## src/rtl/ahb_lite_rif_bridge.sv

```systemverilog
// rtl/ahb_lite_rif_bridge.sv - AHB-Lite slave to register-interface bridge with wait states, strobes and error checks
//
// Ports:
//   HCLK, HRESETn            clock, asynchronous active-low reset
//   HADDR/HSEL/HNONSEC/HSIZE/HTRANS/HWRITE/HREADYIN   AHB-Lite address phase
//   HWDATA                   AHB-Lite write data (data phase)
//   HRDATA/HRESP/HREADYOUT   AHB-Lite response
//   rif_addr/rif_wr_req/rif_rd_req/rif_wstrb/rif_wdata  register-interface request
//   rif_ready/rif_err/rif_rdata                          register-interface completion
//
// Optional build macro: BRIDGE_TIMEOUT_EN adds an access timeout of TIMEOUT_CYCLES wait cycles.

module ahb_lite_rif_bridge #(
    parameter int ADDR_WIDTH     = 12,
    parameter int DATA_WIDTH     = 32,
    parameter int SEC_TRANS      = 0,
    parameter int TIMEOUT_CYCLES = 16,
    parameter int BYTE_COUNT     = DATA_WIDTH / 8
) (
    input  logic                    HCLK,
    input  logic                    HRESETn,
    input  logic [ADDR_WIDTH-1:0]   HADDR,
    input  logic                    HSEL,
    input  logic                    HNONSEC,
    input  logic [2:0]              HSIZE,
    input  logic [1:0]              HTRANS,
    input  logic                    HWRITE,
    input  logic [DATA_WIDTH-1:0]   HWDATA,
    input  logic                    HREADYIN,
    output logic [DATA_WIDTH-1:0]   HRDATA,
    output logic                    HRESP,
    output logic                    HREADYOUT,
    output logic [ADDR_WIDTH-1:0]   rif_addr,
    output logic                    rif_wr_req,
    output logic                    rif_rd_req,
    output logic [BYTE_COUNT-1:0]   rif_wstrb,
    output logic [DATA_WIDTH-1:0]   rif_wdata,
    input  logic                    rif_ready,
    input  logic                    rif_err,
    input  logic [DATA_WIDTH-1:0]   rif_rdata
);

    localparam int LANE_BITS = $clog2(BYTE_COUNT);

    if (DATA_WIDTH != 8 && DATA_WIDTH != 16 && DATA_WIDTH != 32 && DATA_WIDTH != 64 &&
        DATA_WIDTH != 128 && DATA_WIDTH != 256 && DATA_WIDTH != 512 && DATA_WIDTH != 1024) begin : g_bad_width
        $fatal(1, "ahb_lite_rif_bridge: illegal DATA_WIDTH %0d", DATA_WIDTH);
    end
    if (TIMEOUT_CYCLES < 1) begin : g_bad_timeout
        $fatal(1, "ahb_lite_rif_bridge: TIMEOUT_CYCLES must be >= 1");
    end

    typedef enum logic [1:0] {IDLE, ACCESS, ERR1, ERR2} state_t;

    state_t                  state_q, state_d;
    logic [ADDR_WIDTH-1:0]   addr_q, addr_d;
    logic [2:0]              size_q, size_d;
    logic                    write_q, write_d;

    logic                    accept;
    logic                    illegal;
    logic                    can_accept;
    logic                    in_access;
    logic [ADDR_WIDTH-1:0]   align_mask;
    logic [31:0]             lane_off;
    logic [31:0]             lane_cnt;
    logic [BYTE_COUNT-1:0]   lane_mask;
    logic [DATA_WIDTH-1:0]   byte_mask;
    logic                    unused_htrans0;

    assign unused_htrans0 = HTRANS[0];

`ifdef BRIDGE_TIMEOUT_EN
    localparam int TMO_W = $clog2(TIMEOUT_CYCLES + 1);
    logic [TMO_W-1:0] tmo_cnt_q, tmo_cnt_d;
`endif

    // Address-phase qualification and legality of the transfer being offered.
    always_comb begin
        accept     = HSEL & HREADYIN & HTRANS[1];
        align_mask = ADDR_WIDTH'((32'd1 << HSIZE) - 32'd1);
        illegal    = (32'(HSIZE) > 32'(LANE_BITS)) ||
                     ((HADDR & align_mask) != '0) ||
                     ((SEC_TRANS != 0) && HNONSEC);
    end

    // Byte lanes covered by the latched transfer; legal transfers never wrap past the bus.
    always_comb begin
        lane_off  = 32'(addr_q) % 32'(BYTE_COUNT);
        lane_cnt  = 32'd1 << size_q;
        lane_mask = '0;
        for (int i = 0; i < BYTE_COUNT; i++) begin
            lane_mask[i] = (32'(i) >= lane_off) && (32'(i) < lane_off + lane_cnt);
        end
    end

    always_comb begin
        in_access  = (state_q == ACCESS);
        rif_wr_req = in_access & write_q;
        rif_rd_req = in_access & ~write_q;
        rif_addr   = addr_q;
        rif_wstrb  = in_access ? lane_mask : '0;
        for (int b = 0; b < BYTE_COUNT; b++) begin
            byte_mask[b*8 +: 8] = {8{rif_wstrb[b]}};
        end
        rif_wdata  = HWDATA & byte_mask;
        HRDATA     = (in_access && !write_q && rif_ready && !rif_err) ? (rif_rdata & byte_mask) : '0;
        HRESP      = (state_q == ERR1) || (state_q == ERR2);
        case (state_q)
            ACCESS:  HREADYOUT = rif_ready & ~rif_err;
            ERR1:    HREADYOUT = 1'b0;
            default: HREADYOUT = 1'b1;
        endcase
    end

    always_comb begin
        state_d    = state_q;
        addr_d     = addr_q;
        size_d     = size_q;
        write_d    = write_q;
        can_accept = 1'b0;
        case (state_q)
            IDLE, ERR2: begin
                can_accept = 1'b1;
                state_d    = IDLE;
            end
            ACCESS: begin
                if (rif_ready) begin
                    if (rif_err) begin
                        state_d = ERR1;
                    end else begin
                        state_d    = IDLE;
                        can_accept = 1'b1;
                    end
                end
`ifdef BRIDGE_TIMEOUT_EN
                // This wait cycle is the TIMEOUT_CYCLES-th one: abort instead of waiting again.
                else if (tmo_cnt_q == TMO_W'(TIMEOUT_CYCLES - 1)) begin
                    state_d = ERR1;
                end
`endif
            end
            ERR1:    state_d = ERR2;
            default: state_d = IDLE;
        endcase
        if (can_accept && accept) begin
            state_d = illegal ? ERR1 : ACCESS;
            addr_d  = HADDR;
            size_d  = HSIZE;
            write_d = HWRITE;
        end
`ifdef BRIDGE_TIMEOUT_EN
        tmo_cnt_d = (in_access && !rif_ready && state_d == ACCESS) ? tmo_cnt_q + TMO_W'(1) : '0;
`endif
    end

    always_ff @(posedge HCLK or negedge HRESETn) begin
        if (!HRESETn) begin
            state_q   <= IDLE;
            addr_q    <= '0;
            size_q    <= '0;
            write_q   <= 1'b0;
`ifdef BRIDGE_TIMEOUT_EN
            tmo_cnt_q <= '0;
`endif
        end else begin
            state_q   <= state_d;
            addr_q    <= addr_d;
            size_q    <= size_d;
            write_q   <= write_d;
`ifdef BRIDGE_TIMEOUT_EN
            tmo_cnt_q <= tmo_cnt_d;
`endif
        end
    end

endmodule

```

## config.mk

```make
export PLATFORM = sky130hd
export DESIGN_NAME = ahb_lite_rif_bridge
export DESIGN_NICKNAME = d
export VERILOG_FILES = /design/src/rtl/ahb_lite_rif_bridge.sv
export SDC_FILE = /design/constraint.sdc
export NUM_CORES = 1
export LEC_CHECK = 0
export BUFFER_PORTS_ARGS = -buffer_cell sky130_fd_sc_hd__buf_2
export CORE_MARGIN = 1
export CORE_UTILIZATION = 37
export DETAILED_ROUTE_END_ITERATION = 8
export PLACE_DENSITY_LB_ADDON = 0.2
export SYNTH_ARGS = -nofsm -noshare
export SYNTH_HDL_FRONTEND = slang
export SYNTH_SLANG_ARGS = --single-unit
```

## constraint.sdc

```tcl
create_clock -name HCLK -period 4.1 [get_ports HCLK]
set_clock_uncertainty 0.05 [all_clocks]
set_input_delay 0.205 -clock HCLK [delete_from_list [all_inputs] [get_ports HCLK]]
set_output_delay 0.205 -clock HCLK [all_outputs]
set_load 0.02 [all_outputs]
```

==> summary.txt <==
CTS
  • Clock Latency Late Sink: approximately 0.24 ns
  • Post-CTS sizing: 0
  • H-tree levels: 1
  • Maximum clock path buffer count: 2
  • CTS tree: done
  • Clock sink count: 18
  • Root cell of the clock tree: clkbuf_8
  • Clock slew at reported path FFs: 0.06 ns
  • Number of buffers created by CTS: 3

Global route
  • Initial antenna violation count: 0
  • Global route overflow: 0
  • Largest net degree at the start of global routing: 33
  • Global-route wire length before repair: 6.637 mm
  • Vias in the first global route: 1462
  • GRT Util Overall: 19.24%

Worst hold path
  • Hold Crit Class: in2reg

Routing
  • Vias/cell: 4.629
  • Vias: around 1700
  • DR iter-0 viols: 18
  • Wirelength per Cell: approximately 12 um
  • Drt pass-1 iters: 4
  • Final WL: 4.631 mm
  • DRC viols: 0
  • Final ANT Viol Nets: 0

Critical path
  • Startpoint Class: flip-flop
  • WP data required: 3.85 ns
  • Reg-to-reg setup timing slack: 2.11 ns
  • Nature of the critical path endpoint: primary output
  • Data arrival, critical path: 2.62 ns
  • CP max FO: 17
  • Critical path class: reg2out

Placed design
  • Dpl hpwl: 3.879 mm
  • Final Wtd Congestion: 0.8016
  • Pre-CTS WS: 1.464 ns
  • Placed Cells: 373
  • IO Port Bufs: 170

Die
  • Initial Utilization: 38.66%
  • Die width: 66.89 um
  • Io pins: approximately 170
  • Vert. Die Dim: 66.89 um
  • Std-Cell Core Area: 4029 sq um
  • Row cnt: 23
  • Die ar.: 4474 sq um

Pwr
  • Flop pwr share: 28.5%
  • Pint: 0.6329 mW
  • Combinational cell fraction of total power: 61.6%
  • Leakage: ~1.6 nW
  • Power share of the clock group: about a tenth
  • Net Sw Frac: 45.75%
  • Pwr per Cell Area: 473.2 nW/um^2
  • Net Sw Power: 0.5336 mW
  • Peak supply drop: 0.3748 mV

Timing
  • Max Slew Vio Count: 0
  • Minimum clock period: 2.875 ns
  • Final period util: 70.12%
  • Fin. Hold Viols: 0
  • Worst-Margin Slew: 0.7739 ns
  • RSZ-0062 raised after global routing: false
  • Final setup viols: 0
  • Max frequency: 347.9 MHz
  • Rel. slew slack: 48.22%
  • Setup TNS Final: 0 ns
  • PnR worst setup slack: 1.225 ns

Synth
  • Post-synth net total: 257
  • Syn_area_per_cell: around 9.7 sq um
  • Yosys reg bits: 18
  • Post-synthesis cell count: around 160
  • Netlist cell types: 37
  • Yosys warns: 0
  • Area of the mapped netlist: 1558 sq um
  • Sequential area share after synthesis: 28.92%

Final layout
  • Antenna diodes: 0
  • Share of cells above drive strength 1: 65.75%
  • Most frequent cells in the layout: 170 x buf_2, 27 x and3_1, 25 x and2_1
  • Fill cell count: 379
  • Non-filler instance count after layout: 377
  • Area Overhead vs Synth: 58.23%
  • Commonest non-fill, non-tap cell in the layout: buf_2
  • Net total in the final layout: approximately 430

Run status
  • Outcome: complete, no violations

Flow run
  • Max-Cap Viols: 0
-- layout make-up --
type | instances | area (sq um) | share of cell area (%)
Inverter | 8 | 30.03 | 1.218
Clock buffer | 3 | 41.29 | 1.675
Tap cell | 50 | 62.56 | 2.538
Sequential cell | 18 | 450.4 | 18.27
Timing Repair Buffer | 171 | 860.8 | 34.92
Multi-Input combinational cell | 127 | 1020 | 41.37
-- logic make-up (layout without fill, tap and decap cells) --
family / count (synthesis) / in the layout / share of synthesized area, %
mux: 16 / 16 / 11.57
simple gates: 89 / 89 / 37.51
flops: 18 / 18 / 28.92
buf+inv: 16 / 182 / 5.622
compound gates: 15 / 15 / 10.28
fa+ha+maj: 7 / 7 / 6.104
-- worst paths after layout --
path,startpoint,cells after the start,to
max in group asynchronous,HRESETn,2,rif_addr[10]
hold reg to reg,rif_addr[11],1,rif_addr[11]
setup / recovery,size_q[1],8,HRDATA[16]
hold / removal,HADDR[9],2,rif_addr[9]
min in group asynchronous,HRESETn,2,rif_addr[5]
setup reg to reg,state_q[1],5,rif_addr[3]
-- layer usage --
metal  vias up  wire, um  track usage (%)
met1       781      1936            23.30
li1        889         -                -
met5         -         0                0
met3         0       383            2.397
met4         0         0            3.723
met2        75      2311            35.86
-- cells in the mapped netlist --
| master | number | area share, % |
|---|---|---|
| and3_1 | 27 | 11 |
| and2_1 | 25 | 10 |
| dfrtp_1 | 18 | 29 |
| mux2_2 | 16 | 12 |
| and2_2 | 8 | 3.9 |
| inv_1 | 8 | 1.9 |
| and3_2 | 7 | 3.4 |
| ha_1 | 6 | 4.8 |
| nand2_1 | 5 | 1.2 |
| nor2_1 | 4 | 0.96 |
| buf_6 | 3 | 2.2 |
| clkbuf_1 | 3 | 0.72 |
| o21ai_0 | 3 | 0.96 |
| or2_2 | 3 | 1.2 |
| a21oi_1 | 2 | 0.64 |
| a31oi_4 | 2 | 2.7 |
| a211o_1 | 1 | 0.56 |
| a21boi_4 | 1 | 1.2 |
| a21o_1 | 1 | 0.48 |
| a221oi_1 | 1 | 0.56 |
| a22o_4 | 1 | 1.1 |
| a22oi_1 | 1 | 0.48 |
| and2b_1 | 1 | 0.48 |
| and3b_2 | 1 | 0.64 |
| and4b_1 | 1 | 0.64 |
| buf_2 | 1 | 0.32 |
| buf_4 | 1 | 0.48 |
| fa_1 | 1 | 1.3 |
| nand2b_1 | 1 | 0.40 |
| nand4b_1 | 1 | 0.56 |
| nor2b_1 | 1 | 0.40 |
| nor3_1 | 1 | 0.32 |
| nor4b_4 | 1 | 1.5 |
| o21a_1 | 1 | 0.48 |
| o21ai_4 | 1 | 1.0 |
| or2b_1 | 1 | 0.48 |
| or3b_2 | 1 | 0.56 |
-- metrics by stage --
step | hold WS (ns) | instance area [sq um] | power, mW | utilization, %
final | 0.1378 | 2465 | 1.166 | 61.18
after global routing | 0.1402 | 2465 | 1.248 | 61.18
after CTS | 0.1365 | 2465 | 1.179 | 61.18
after detailed placement | 0.1020 | 2414 | 1.058 | 59.91
after global placement | 0.09958 | 2414 | 1.039 | 59.91
after floorplan | -0.1406 | 1558 | 0.8468 | -
-- power groups by stage --
stage / clock (mW) / combinational (mW) / sequential (mW)
after floorplan: 0 / 0.449 / 0.398
after global placement: 0 / 0.710 / 0.328
after detailed placement: 0 / 0.723 / 0.335
after CTS: 0.119 / 0.726 / 0.334
after global routing: 0.125 / 0.778 / 0.345
final: 0.115 / 0.719 / 0.333
-- registers in the layout, indices dropped and copies added (netlist names) --
| name | flops |
|---|---|
| state_q | 2 |
| size_q | 3 |
| write_q | 1 |
| rif_addr | 12 |
-- critical path, cell delays in order, from the launching register on --
cell	delay, ns
dfrtp_1	0.42
nor3_1	0.21
ha_1	0.19
inv_1	0.05
fa_1	0.42
a22o_4	0.32
a31oi_4	0.35
and3_1	0.23
buf_2	0.17
-- what timing repair did --
| action | CTS | global route |
|---|---|---|
| endpoints found under the hold margin | 18 | 0 |
| buffers inserted | 0 | 0 |
| hold buffers | 1 | 0 |
(Power assumes the default switching activity.)
